<file path="config.mk">
export PLATFORM = sky130hd
export DESIGN_NAME = bram_uart_readback
export DESIGN_NICKNAME = d
export VERILOG_FILES = /design/src/rtl/bram_uart_readback.sv
export SDC_FILE = /design/constraint.sdc
export NUM_CORES = 1
export LEC_CHECK = 0
export ABC_AREA = 1
export ABC_CLOCK_PERIOD_IN_PS = 3200
export BUFFER_PORTS_ARGS = -buffer_cell sky130_fd_sc_hd__buf_2
export CAP_MARGIN = 10
export CORE_MARGIN = 2
export CORE_UTILIZATION = 54
export CTS_CLUSTER_SIZE = 25
export DETAILED_ROUTE_END_ITERATION = 10
export HOLD_SLACK_MARGIN = 0.02
export PLACE_DENSITY = 0.73
export REMOVE_ABC_BUFFERS = 1
export SLEW_MARGIN = 20
export SYNTH_ARGS = -nofsm -noshare
export SYNTH_HDL_FRONTEND = slang
export SYNTH_SLANG_ARGS = --single-unit
</file>
<file path="constraint.sdc">
create_clock -name clk -period 3.2 [get_ports clk]
set_input_delay 0 -clock clk [delete_from_list [all_inputs] [get_ports clk]]
set_output_delay 0 -clock clk [all_outputs]
set_load 0.005 [all_outputs]
</file>
<file path="src/rtl/bram_uart_readback.sv">
// Streams one stored vector (A or B) from BRAM out over UART TX, 8N1, LSB-first, low byte first.
// Latency: start -> done = 1 + BR_SIZE*(3 + 10*BAUD_DIV*NBITS/8) cycles; tx is registered.
// No backpressure: start is a one-cycle request, accepted only in IDLE and ignored while busy.
//
// Ports:
//   clk, rst_n            clock, asynchronous active-low reset
//   start, sel            one-cycle read request; sel picks vector A (0) or B (1)
//   rd_addr, rd_en        shared BRAM read port, data valid one cycle after rd_en
//   rd_data_a, rd_data_b  BRAM read data for vectors A and B
//   tx                    UART serial out, idle high
//   busy, done            busy while streaming; done pulses once at the end
module bram_uart_readback #(
    parameter int BR_SIZE       = 1024,
    parameter int BR_WIDTH      = 10,
    parameter int NBITS         = 8,
    parameter int CLK_FREQUENCY = 100000000,
    parameter int BAUD_RATE     = 115200
) (
    input  logic                clk,
    input  logic                rst_n,
    input  logic                start,
    input  logic                sel,
    output logic [BR_WIDTH-1:0] rd_addr,
    output logic                rd_en,
    input  logic [NBITS-1:0]    rd_data_a,
    input  logic [NBITS-1:0]    rd_data_b,
    output logic                tx,
    output logic                busy,
    output logic                done
);

    localparam int BAUD_DIV = CLK_FREQUENCY / BAUD_RATE;
    localparam int BCW      = (BAUD_DIV > 1) ? $clog2(BAUD_DIV) : 1;
    localparam int BYTES    = NBITS / 8;
    localparam int BIW      = (BYTES > 1) ? $clog2(BYTES) : 1;

    localparam logic [2:0] S_IDLE  = 3'd0;
    localparam logic [2:0] S_FETCH = 3'd1;
    localparam logic [2:0] S_WAIT  = 3'd2;
    localparam logic [2:0] S_LOAD  = 3'd3;
    localparam logic [2:0] S_SEND  = 3'd4;
    localparam logic [2:0] S_DONE  = 3'd5;

    logic [2:0]          state;
    logic                sel_q;
    logic [BR_WIDTH-1:0] addr;
    logic [NBITS-1:0]    shreg;
    logic [7:0]          cur_byte;
    logic [BIW-1:0]      byte_idx;
    logic [BCW-1:0]      baud_cnt;
    logic [3:0]          bit_cnt;
    logic                tx_q;

    // The byte on the wire always sits in the low 8 bits; higher bytes are shifted down.
    assign cur_byte = shreg[7:0];

    assign rd_addr = addr;
    assign rd_en   = (state == S_FETCH);
    assign busy    = (state != S_IDLE);
    assign done    = (state == S_DONE);
    assign tx      = tx_q;

    // tx_q is loaded with the level of the *next* bit period, so the line changes
    // exactly on the cycle a new bit begins. bit_cnt counts the bit currently on
    // the wire: 0 = start, 1..8 = data, 9 = stop.
    always_ff @(posedge clk or negedge rst_n) begin
        if (!rst_n) begin
            state    <= S_IDLE;
            sel_q    <= 1'b0;
            addr     <= '0;
            shreg    <= '0;
            byte_idx <= '0;
            baud_cnt <= '0;
            bit_cnt  <= '0;
            tx_q     <= 1'b1;
        end else begin
            case (state)
                S_IDLE: begin
                    tx_q <= 1'b1;
                    if (start) begin
                        sel_q <= sel;
                        addr  <= '0;
                        state <= S_FETCH;
                    end
                end
                S_FETCH: begin
                    tx_q  <= 1'b1;
                    state <= S_WAIT;
                end
                S_WAIT: begin
                    tx_q  <= 1'b1;
                    state <= S_LOAD;
                end
                S_LOAD: begin
                    shreg    <= sel_q ? rd_data_b : rd_data_a;
                    byte_idx <= '0;
                    baud_cnt <= '0;
                    bit_cnt  <= '0;
                    tx_q     <= 1'b0;          // start bit of the first frame
                    state    <= S_SEND;
                end
                S_SEND: begin
                    if (baud_cnt == BCW'(BAUD_DIV - 1)) begin
                        baud_cnt <= '0;
                        if (bit_cnt == 4'd9) begin
                            bit_cnt <= '0;
                            if (byte_idx != BIW'(BYTES - 1)) begin
                                // Next byte of the same element follows with no gap.
                                shreg    <= shreg >> 8;
                                byte_idx <= byte_idx + 1'b1;
                                tx_q     <= 1'b0;
                            end else begin
                                // Idle-high gap (FETCH/WAIT/LOAD) stretches the stop bit.
                                tx_q <= 1'b1;
                                if (addr != BR_WIDTH'(BR_SIZE - 1)) begin
                                    addr  <= addr + 1'b1;
                                    state <= S_FETCH;
                                end else begin
                                    state <= S_DONE;
                                end
                            end
                        end else begin
                            bit_cnt <= bit_cnt + 4'd1;
                            // Entering bit bit_cnt+1: data bit bit_cnt for 0..7, stop for 8.
                            tx_q    <= (bit_cnt == 4'd8) ? 1'b1 : cur_byte[bit_cnt[2:0]];
                        end
                    end else begin
                        baud_cnt <= baud_cnt + 1'b1;
                    end
                end
                S_DONE: begin
                    tx_q  <= 1'b1;
                    state <= S_IDLE;
                end
                default: begin
                    tx_q  <= 1'b1;
                    state <= S_IDLE;
                end
            endcase
        end
    end

endmodule

</file>
# Word-level counts from Yosys, hierarchy flattened
# Index checks and enable logic that the tools add are counted.
# word_totals
mem_bits_rw,0
romBits,0
reg_bits,38
memories,0
output_inout_bits,14
inputBits,20
latch_bits,0
# classes
n_reduce_logical,10
div,0
bitwise,0
n_lt_le_gt_ge,1
n_shift,0
muxes,33
multipliers,0
add_sub_neg,4
eq_ne,15
# ops
op,n
$mux 10,6
$pmux 10 s2,2
$mux 8,4
$add 10x1->10 const B,2
$pmux 8 s2,1
$mux 3,5
$pmux 3 s5,1
$ne 2x2->1 const B,6
$eq 10x10->1 const B,1
$ne 10x10->1 const B,1
$eq 4x4->1 const B,2
$mux 1,8
$mux 4,2
$pmux 4 s2,1
$reduce_and 4->1,2
$eq 3x2->1 const B,2
$eq 3x3->1 const B,2
$reduce_and 6->1,1
$add 4x1->4 const B,1
$lt 3x4->1 const B,1
$pmux 1 s2,2
$reduce_and 2->1,2
$reduce_bool 2->1,2
$bmux 1 s3,1
5 further kinds,5

# Logic depth before layout (Yosys ltp)
# Gate-level depths: netlist of run 1.
# logic_depth
word_depth,6
depth_mapped,9
ltp_nobuf,9

# Least setup slack after synthesis of run 1
# Ideal clock, no wire load.
# synth_timing
path_kind,register to register
startpoint,register baud_cnt[0]
endpoint,register state[2]
arrival_time_ns,1.399
path_stages_with_launch,7
synth_period_minus_slack_ns,1.518
required_ns,3.081
path_buffers,1
path_slack_ns,1.682
path_cell_list,dfrtp_1 ha_1 nand3_1 o21bai_4 nand3_4 buf_6 o21a_1
# synth_via
elab_chain_len,3
# synth_lines
element,line,rtl
from (decl),50,logic [BCW-1:0] baud_cnt;
from (signal assigned),128,baud_cnt <= baud_cnt + 1'b1;
$eq 10x10->1,103,if (baud_cnt == BCW'(BAUD_DIV - 1)) begin
$ne 2x2->1 (no line),--,
$reduce_and 4->1 (no line),--,
to (signal assigned),100,state <= S_SEND;
to (signal assigned),117,state <= S_FETCH;
to (signal assigned),119,state <= S_DONE;
to (decl),44,logic [2:0] state;
# No other way between the ends.
# A chain may end at the register's enable or synchronous reset.

# Final worst setup path of run 1
# layout_timing
startpoint,register addr[0] (netlist: rd_addr[0])
endpoint,register addr[4] (netlist: rd_addr[4])
# layout_via
elab_chain_len,6
# layout_lines
element,line,rtl
from (decl),46,logic [BR_WIDTH-1:0] addr;
from (signal assigned),116,addr <= addr + 1'b1;
$add 10x1->10,116,
$mux 10,115,if (addr != BR_WIDTH'(BR_SIZE - 1)) begin
$mux 10,107,if (byte_idx != BIW'(BYTES - 1)) begin
$mux 10,105,if (bit_cnt == 4'd9) begin
$mux 10,103,
$pmux 10 s2,77,case (state)
# Several ways; a longest one is shown, not always the timed one. The select of a mux whose other input is x is not followed.

==> qor.csv, run 1 <==
metric;value;unit
GRT busiest layer;met2;
dpl hpwl;3470;µm
clock power share;39.7;%
fill count;330;
final hold vios;0;
Arr. time, crit path;2.26;ns
fin crit share;65.2;%
GR met1 Demand/Resource;31.9;%
Core Footprint;0.00397;mm²
ranking of synthesized cells by area;dfrtp_1 (41%), nand2_1 (14%), nor2_1 (6.8%);
fin crit period;2.09;ns
r2r setup slk;1.11;ns
CTS buffer count;5;
Final nets;368;
Root Buffer;clkbuf_8;
largest area contributor in the netlist;dfrtp_1;
Max-cap violations;0;
CP Launch Type;flop;
max-slew violation count;0;
ANT nets after route;0;
total die area;0.00463;mm²
Mapped Area;0.00222;mm²
post-CTS resize count;0;
CP startpoint;rd_addr[0];
Net Sw Frac;23.0;%
count of cell types in the netlist;37;
final WL;5090;µm
vias per cell;5.16;
hold_sp;rd_data_b[7];
Comb pwr share;3.9;%
Internal Pwr Total;638;µW
largest net degree at the start of global routing;38;
Reg2Reg Launch Point;rd_addr[0];
# DRC;0;
Avg Cell Area, Syn;7.56;µm²
Warnings, synthesis;0;
Worst-Margin Slew;0.820;ns
Hold Path Class;primary input to flop;
Initial Util;55.8;%
Worst Setup End Kind;flop;
Worst VDD drop;0.201;mV
Pleak;0.00129;µW
Die Span Y;68.1;µm
Max Clock Freq;0.479;GHz
Total GRT Usage;25.2;%
CP required;3.38;ns
ANT cells;0;
register area share after synthesis;41.8;%
WHS;0.0347;ns
vias in the first global route;2024;
first-pass GRT wire length;8760;µm
setup TNS;0;ns
Routed WL per cell;12.8;µm
Final setup viols;0;
Worst-path clk slew;0.08;ns
crit path kind;flop to flop;
Psw;190;µW
gr ovfl total;0;
Worst Skew;0.00755;ns
Clock H-tree levels;2;
Mapped Cells;293;
input/output buffers;33;
share of the synthesized area in the top cell type;40.7;%
status;finished, final reports clean;
share of layout cells above drive strength 1;19.0;%
Slew HR;45.4;%
vias post-DR;2048;
PwrDens;310;mW/mm²
Synth Register Bits;37;
Layout area overhead;20.6;%
I/O Pins;34;
capturing point of the worst reg2reg path;rd_addr[4];
router iterations before antenna repair;4;
DR iter-0 viols;181;
RSZ-0062 raised after global routing;false;
GPL Wtd Cong;0.833;
sequential share of power;56.4;%
Util after Layout;67.3;%
die width;68.1;µm
clk_lat worst skew;0.29;ns
largest fanout on the critical path;11;
setup repair bufs after CTS;0;
# rows;23;
Critical Path End;rd_addr[4];
initial antenna violation count;0;
CTS tree;built;
M3 GR Usage;5.26;%
reg2reg path depth;8;
met2 Use GR;43.3;%
TritonCTS sink count;37;
Max Root-Sink Buffers;2;
-- metal layers --
layer,wire length (µm),vias up
met4,59,0
met5,0,-
li1,-,1056
met2,2450,47
met3,182,9
met1,2400,936
-- sequential cells by signal (all words and copies together), names as in the netlist --
name,cells
baud_cnt,10
bit_cnt,4
cur_byte,8
rd_addr,10
sel_q,1
state,3
tx,1
-- power by group through the flow --
stage                     combinational, µW  clock, µW  sequential [µW]
after detailed placement               23.7          0              476
after global placement                 23.5          0              476
final                                  32.4        329              467
after CTS                              32.9        337              467
after floorplan                        2.62          0              477
after global routing                   36.7        354              467
-- synthesized netlist by cell type, drive strengths merged --
library cell / number
clkbuf: 1
buf: 5
xnor2: 1
a21oi: 8
o21bai: 11
dfstp: 1
o21a: 2
nand3: 14
nor3b: 1
o21ai: 20
nor3: 7
o22ai: 4
a31oi: 4
xor2: 3
ha: 2
o41ai: 4
nor2: 44
nand4: 4
dfrtp: 36
o211ai: 1
clkinv: 2
inv: 35
nand2: 83
-- through the flow --
| stage | cell area, µm² | power, µW | setup WS, ns | cells |
|---|---|---|---|---|
| 6_report | 2670 | 828 | 1.11 | 397 |
| 5_1_grt | 2670 | 858 | 0.989 | 397 |
| 4_1_cts | 2670 | 837 | 1.10 | 397 |
| 3_5_place_dp | 2410 | 500 | 1.16 | 372 |
| 3_3_place_gp | 2410 | 500 | 1.23 | 372 |
| 2_1_floorplan | 2170 | 479 | 1.37 | 287 |
-- timing repair --
action                     in CTS  in global routing
hold buffers                   17                  0
hold endpoints to repair       45                  0
setup endpoints to repair       0                  0
-- area by class of cell --
| class | instances | area [µm²] | share of cell area (%) |
|---|---|---|---|
| clock buffers | 6 | 72.6 | 2.72 |
| clock inverters | 2 | 15.0 | 0.562 |
| inverters | 37 | 140 | 5.24 |
| multi-input cells | 213 | 1100 | 41.3 |
| flip-flops and latches | 37 | 927 | 34.7 |
| well taps | 50 | 62.6 | 2.34 |
| repair buffers | 52 | 350 | 13.1 |
-- logic make-up after synthesis --
| group | synth area share, % |
|---|---|
| simple gates | 30.2 |
| xor+xnor | 1.58 |
| compound gates | 16.9 |
| fa+ha+maj | 1.13 |
| flops | 41.8 |
| buf+inv | 8.30 |
-- how the worst min path moves through the flow --
stage / end / slack, ns / cells after the start
after floorplan: baud_cnt[0] / -0.30 / 0
after global placement: bit_cnt[1] / 0.15 / 1
after detailed placement: bit_cnt[1] / 0.15 / 1
after CTS: cur_byte[7] / 0.03 / 3
after global routing: cur_byte[7] / 0.04 / 3
final: cur_byte[7] / 0.03 / 3
-- worst max-delay path, stage by stage (launching register included) --
cell	delay, ns
dfrtp_1	0.48
ha_1	0.23
nand2_2	0.09
nor2_2	0.15
nand3_2	0.12
o21ai_2	0.58
nor2_4	0.17
nand2_1	0.11
nand2_1	0.05
-- placed cells by master (no fill, tap or decap), types with 7 or more instances in the layout --
cell | netlist | layout
a21oi_1 | 8 | 8
dfrtp_1 | 36 | 36
buf_2 | 2 | 33
nor3_1 | 7 | 7
dlygate4sd3_1 | 0 | 17
o21bai_2 | 8 | 8
nor2_1 | 40 | 40
o21ai_0 | 18 | 18
inv_1 | 33 | 33
nand2_1 | 80 | 80
nand3_1 | 11 | 11
No activity file was read; power rests on OpenSTA's default activity.
==> run 2: changes to the inputs <==
--- a/config.mk
+++ b/config.mk
@@ -5,8 +5,8 @@
 export SDC_FILE = /design/constraint.sdc
 export NUM_CORES = 1
 export LEC_CHECK = 0
-export ABC_AREA = 1
-export ABC_CLOCK_PERIOD_IN_PS = 3200
+export ABC_AREA = 0
+export ABC_CLOCK_PERIOD_IN_PS = 2100
 export BUFFER_PORTS_ARGS = -buffer_cell sky130_fd_sc_hd__buf_2
 export CAP_MARGIN = 10
 export CORE_MARGIN = 2
@@ -14,7 +14,7 @@
 export CTS_CLUSTER_SIZE = 25
 export DETAILED_ROUTE_END_ITERATION = 10
 export HOLD_SLACK_MARGIN = 0.02
-export PLACE_DENSITY = 0.73
+export PLACE_DENSITY = 0.74
 export REMOVE_ABC_BUFFERS = 1
 export SLEW_MARGIN = 20
 export SYNTH_ARGS = -nofsm -noshare
==> constraint.sdc (replaced) <==
create_clock -name clk -period 2.1 [get_ports clk]
set_input_delay 0 -clock clk [delete_from_list [all_inputs] [get_ports clk]]
set_output_delay 0 -clock clk [all_outputs]
set_load 0.005 [all_outputs]
==> qor.csv, run 2 <==
metric;value;unit;change
status;finished, final reports clean;;unchanged
PwrDens;493;mW/mm²;was 310 mW/mm²
final hold vios;0;;unchanged
Clock H-tree levels;2;;unchanged
Avg Cell Area, Syn;9.88;µm²;was 7.56 µm²
Initial Util;55.3;%;was 55.8%
Arr. time, crit path;2.18;ns;was 2.26 ns
Worst Skew;0.00457;ns;was 0.00755 ns
CP Launch Type;flop;;unchanged
Comb pwr share;5.2;%;was 3.9%
ANT nets after route;0;;unchanged
# DRC;0;;unchanged
most frequent cells in the layout;dfrtp_1 (36), buf_2 (33), a21oi_1 (16), buf_4 (16), nor2_1 (15);;was nand2_1 (80), nor2_1 (40), dfrtp_1 (36), inv_1 (33), buf_2 (33)
CTS buffer count;5;;unchanged
crit path kind;flop to flop;;unchanged
Core Footprint;0.00391;mm²;was 0.00397 mm²
critical path's largest stage delay;0.54;ns;was 0.58 ns
fin cells;327;;was 397
vias in the first global route;1742;;was 2,024
WHS;0.0184;ns;was 0.0347 ns
Die Span Y;67.3;µm;was 68.1 µm
asr flop ratio synth;100;%;unchanged
post-CTS resize count;0;;unchanged
Crit-path slowest cell;or3b_4;;was o21ai_2
total die area;0.00453;mm²;was 0.00463 mm²
GPL Wtd Cong;0.814;;was 0.833
placed cells;306;;was 372
ANT cells;0;;unchanged
CP cell instances;or3b_4, nor4_4, a41oi_1, a31oi_1;;was ha_1, nand2_2, nor2_2, nand3_2, o21ai_2, nor2_4, nand2_1, nand2_1
share of layout cells above drive strength 1;26.0;%;was 19.0%
Routed WL per cell;14.9;µm;was 12.8 µm
RSZ-0062 raised after global routing;false;;unchanged
Worst-path clk slew;0.07;ns;was 0.08 ns
vias post-DR;1895;;was 2,048
Pleak;0.00116;µW;was 0.00129 µW
CP required;2.31;ns;was 3.38 ns
Root Buffer;clkbuf_8;;unchanged
Layout area overhead;22.7;%;was 20.6%
Synth Register Bits;37;;unchanged
largest area contributor in the netlist;dfrtp_1;;unchanged
router iterations before antenna repair;4;;unchanged
fin crit period;1.97;ns;was 2.09 ns
largest net degree at the start of global routing;38;;unchanged
Worst Setup End Kind;flop;;unchanged
largest fanout on the critical path;12;;was 11
Worst VDD drop;0.454;mV;was 0.201 mV
initial antenna violation count;0;;unchanged
Warnings, synthesis;0;;unchanged
clk_lat worst skew;0.29;ns;about the same
Final nets;298;;was 368
die width;67.3;µm;was 68.1 µm
setup TNS;0;ns;unchanged
Mapped Cells;219;;was 293
first-pass GRT wire length;8280;µm;was 8760 µm
Slew HR;44.5;%;was 45.4%
final WL;4890;µm;was 5090 µm
vias per cell;5.80;;was 5.16
top cells by count, synth;dfrtp_1 (36), a21oi_1 (16), nor2_1 (15), a31oi_1 (14), nand2_1 (14);;was nand2_1 (80), nor2_1 (40), dfrtp_1 (36), inv_1 (33), o21ai_0 (18)
Power Total;1310;µW;was 828 µW
most common cell after layout, fill and taps aside;dfrtp_1;;was nand2_1
Max Root-Sink Buffers;2;;unchanged
sequential share of power;55.3;%;was 56.4%
DR iter-0 viols;128;;was 181
Hold Path Class;primary input to flop;;unchanged
Internal Pwr Total;1030;µW;was 638 µW
fin crit share;93.8;%;was 65.2%
Net Sw Frac;21.6;%;was 23.0%
CTS tree;built;;unchanged
max-slew violation count;0;;unchanged
Final setup viols;0;;unchanged
I/O Pins;34;;unchanged
gr ovfl total;0;;unchanged
share of the synthesized area in the top cell type;41.6;%;was 40.7%
dpl hpwl;3300;µm;was 3470 µm
register area share after synthesis;42.9;%;was 41.8%
TritonCTS sink count;37;;unchanged
Placement Cell Area;0.00243;mm²;was 0.00241 mm²
Total GRT Usage;25.0;%;was 25.2%
Psw;283;µW;was 190 µW
clock power share;39.5;%;was 39.7%
count of cell types in the netlist;52;;was 37
Worst-Margin Slew;0.833;ns;was 0.820 ns
input/output buffers;33;;unchanged
number of enable flip-flop cells after synthesis;0;;unchanged
Finished Cell Area;0.00265;mm²;was 0.00267 mm²
Synth Flop Type;dfrtp_1;;unchanged
Max Clock Freq;0.507;GHz;was 0.479 GHz
Max-cap violations;0;;unchanged
ranking of synthesized cells by area;dfrtp_1 (42%), mux2i_1 (4.6%), a31oi_1 (4.0%);;was dfrtp_1 (41%), nand2_1 (14%), nor2_1 (6.8%)
# rows;23;;unchanged
Mapped Area;0.00216;mm²;was 0.00222 mm²
top-count cell post-synth;dfrtp_1;;was nand2_1
## run 2: final cells by class
class	instances	area [µm²]
Inverter	10	37.5
Sequential cell	37	927
Timing Repair Buffer	62	415
Clock buffer	8	90.1
Multi-Input combinational cell	160	1120
Tap cell	50	62.6
Fill cell	336	1260
## run 2: layer usage
layer  up-vias  track usage [%]  wire length (µm)  part of all wire (%)
met5         -                0                 0                     0
met4         0             8.67                61                   1.2
met3         6             6.17               241                   4.9
met2        52             37.3              2330                    48
met1       900             35.6              2260                    46
li1        937                -                 -                     -
## run 2: critical path, delay by kind of cell, from the launching register on
family	cells	cell delay, ns
flip-flops	1	0.50
AO/OA/AOI/OAI	2	0.35
AND/OR/NAND/NOR	2	1.05
## run 2: per-stage QoR
step           worst slack [ns]  utilization (%)
2_1_floorplan          -0.00165                -
3_3_place_gp              0.158             62.2
3_5_place_dp              0.169             62.2
4_1_cts                   0.151             67.8
5_1_grt                 0.00476             67.8
6_report                  0.129             67.8
## run 2: what timing repair did
item	in CTS	in global routing
setup buffers	0	0
hold buffers	13	0
hold endpoints to repair	43	0
## run 2: worst paths after layout
path,cells after the start,slack [ns],to,startpoint
min reg2reg,2,0.48,tx,tx
min in group asynchronous,2,0.35,cur_byte[1],rst_n
max in group asynchronous,2,1.23,rd_addr[3],rst_n
max reg2reg,4,0.13,rd_addr[7],state[0]
max,4,0.13,rd_addr[7],state[0]
min,3,0.02,cur_byte[1],rd_data_b[1]
## run 2: kinds of logic after synthesis
group	after synthesis	synth area share [%]
XOR/XNOR	4	1.62
adder cells (fa/ha/maj)	2	1.16
flip-flops	37	42.9
AO/OA/AOI/OAI	60	18.2
buffers and inverters	22	5.32
AND/OR/NAND/NOR	79	22.4
multiplexers	15	8.44
## run 2: power groups by stage
stage	logic, µW	registers, µW	clock network [µW]
finish	67.6	724	517
global route	76.5	725	564
global placement	47.6	737	0
CTS	66.8	724	534
detailed placement	48.6	738	0
floorplan	15.1	737	0
==> run 3: changes to the inputs <==
--- a/config.mk
+++ b/config.mk
@@ -6,7 +6,7 @@
 export NUM_CORES = 1
 export LEC_CHECK = 0
 export ABC_AREA = 0
-export ABC_CLOCK_PERIOD_IN_PS = 2100
+export ABC_CLOCK_PERIOD_IN_PS = 2200
 export BUFFER_PORTS_ARGS = -buffer_cell sky130_fd_sc_hd__buf_2
 export CAP_MARGIN = 10
 export CORE_MARGIN = 2
==> constraint.sdc (replaced) <==
create_clock -name clk -period 2.2 [get_ports clk]
set_input_delay 0 -clock clk [delete_from_list [all_inputs] [get_ports clk]]
set_output_delay 0 -clock clk [all_outputs]
set_load 0.005 [all_outputs]
==> qor.csv, run 3 (synthesis gave the netlist of run 2 again) <==
metric;value;unit;change
input/output buffers;33;;unchanged
largest net degree at the start of global routing;38;;unchanged
hold path endpoint;cur_byte[2];;was cur_byte[1]
I/O Pins;34;;unchanged
sequential share of power;56.3;%;was 55.3%
Total GRT Usage;24.8;%;was 25.0%
r2r setup slk;0.12;ns;was 0.13 ns
Slew HR;46.6;%;was 44.5%
largest fanout on the critical path;12;;unchanged
Final setup viols;0;;unchanged
Final nets;299;;was 298
clk_lat worst skew;0.29;ns;about the same
final hold vios;0;;unchanged
# DRC;0;;unchanged
die width;67.3;µm;unchanged
vias per cell;5.82;;was 5.80
Layout area overhead;23.1;%;was 22.7%
Clock H-tree levels;2;;unchanged
met2 Use GR;40.7;%;was 37.3%
dpl hpwl;3300;µm;about the same
ANT nets after route;0;;unchanged
max-slew violation count;0;;unchanged
post-CTS resize count;0;;unchanged
PwrDens;461;mW/mm²;was 493 mW/mm²
fin crit share;94.3;%;was 93.8%
Comb pwr share;5.7;%;was 5.2%
crit path kind;flop to flop;;unchanged
gr ovfl total;0;;unchanged
Pleak;0.00116;µW;about the same
clock power share;38.1;%;was 39.5%
RSZ-0062 raised after global routing;false;;unchanged
GRT busiest layer;met2;;unchanged
most frequent cells in the layout;dfrtp_1 (36), buf_2 (33), dlygate4sd3_1 (17), a21oi_1 (16), nor2_1 (15);;was dfrtp_1 (36), buf_2 (33), a21oi_1 (16), buf_4 (16), nor2_1 (15)
ANT cells;0;;unchanged
# rows;23;;unchanged
Hold Path Class;primary input to flop;;unchanged
Placement Cell Area;0.00239;mm²;was 0.00243 mm²
Internal Pwr Total;948;µW;was 1030 µW
first-pass GRT wire length;8270;µm;was 8280 µm
Routed WL per cell;15.5;µm;was 14.9 µm
Worst VDD drop;0.489;mV;was 0.454 mV
CP Launch Type;flop;;unchanged
GPL Wtd Cong;0.912;;was 0.814
hold_sp;rd_data_b[2];;was rd_data_b[1]
DR iter-0 viols;146;;was 128
reg2reg path depth;4;;unchanged
share of layout cells above drive strength 1;25.2;%;was 26.0%
hold path depth;3;;unchanged
Root Buffer;clkbuf_8;;unchanged
setup TNS;0;ns;unchanged
Initial Util;55.3;%;unchanged
vias in the first global route;1764;;was 1,742
fin crit period;2.08;ns;was 1.97 ns
total die area;0.00453;mm²;unchanged
Worst-path clk slew;0.08;ns;was 0.07 ns
TritonCTS sink count;37;;unchanged
Finished Cell Area;0.00266;mm²;was 0.00265 mm²
CP required;2.40;ns;was 2.31 ns
most common cell after layout, fill and taps aside;dfrtp_1;;unchanged
status;finished, final reports clean;;unchanged
Core Footprint;0.00391;mm²;unchanged
Worst Skew;0.00700;ns;was 0.00457 ns
Psw;280;µW;was 283 µW
final WL;5070;µm;was 4890 µm
Arr. time, crit path;2.28;ns;was 2.18 ns
Worst-Margin Slew;0.800;ns;was 0.833 ns
Max Clock Freq;0.482;GHz;was 0.507 GHz
capturing point of the worst reg2reg path;rd_addr[8];;was rd_addr[7]
Reg2Reg Launch Point;state[2];;was state[0]
GR met1 Demand/Resource;31.7;%;was 35.6%
CTS buffer count;5;;unchanged
Worst Setup End Kind;flop;;unchanged
Max Root-Sink Buffers;2;;unchanged
vias post-DR;1910;;was 1,895
Die Span Y;67.3;µm;unchanged
Max-cap violations;0;;unchanged
Net Sw Frac;22.8;%;was 21.6%
router iterations before antenna repair;4;;unchanged
M3 GR Usage;5.50;%;was 6.17%
CTS tree;built;;unchanged
initial antenna violation count;0;;unchanged
run 3: layout make-up:
cell class | count | area [µm²]
clock inverter | 2 | 10.0
sequential | 37 | 927
clock buffer | 6 | 72.6
timing repair buffer | 63 | 433
inverter | 10 | 37.5
fill | 339 | 1250
tap | 50 | 62.6
multi-input combinational | 160 | 1120
run 3: per-stage QoR:
step	total power, µW	setup WS (ns)	utilization (%)	hold slack (ns)	cells
floorplan	718	0.0983	-	-0.296	207
global placement	749	0.222	61.0	0.141	300
detailed placement	750	0.162	61.0	0.139	300
CTS	1240	0.155	67.5	0.0208	325
global route	1280	0.0775	68.1	0.0368	328
finish	1230	0.125	68.1	0.0329	328
run 3: how the worst max path moves through the flow:
stage	from	end	slack [ns]	depth (start not counted)
after global routing	state[0]	rd_addr[8]	0.08	4
after global placement	baud_cnt[0]	rd_addr[0]	0.22	5
after detailed placement	baud_cnt[1]	rd_addr[0]	0.16	5
final	state[2]	rd_addr[8]	0.12	4
after CTS	baud_cnt[1]	rd_addr[0]	0.16	5
after floorplan	state[2]	baud_cnt[4]	0.1	4
run 3: critical path, cell delays in order, from the launching register on:
cell	delay [ns]
dfrtp_1	0.51
or3b_4	0.52
nor4_4	0.53
nand3_1	0.19
mux2i_1	0.23
run 3: power by group through the flow:
stage	combinational [µW]	sequential (µW)	clock, µW
6_report	69.7	691	468
5_1_grt	77.7	692	512
4_1_cts	68.8	691	478
3_5_place_dp	46.2	704	0
3_3_place_gp	45.3	704	0
2_1_floorplan	14.5	703	0
run 3: timing repair:
item,in CTS,in global routing
endpoints found under the setup margin,0,1
setup buffers,0,3
hold buffers,17,0
hold endpoints to repair,45,0
run 3: per-layer routing:
layer | wire length, µm | share of wire [%] | up-vias
met1 | 2220 | 44 | 908
met4 | 98 | 1.9 | 0
met3 | 199 | 3.9 | 8
met2 | 2560 | 50 | 52
met5 | 0 | 0 | -
li1 | - | - | 942
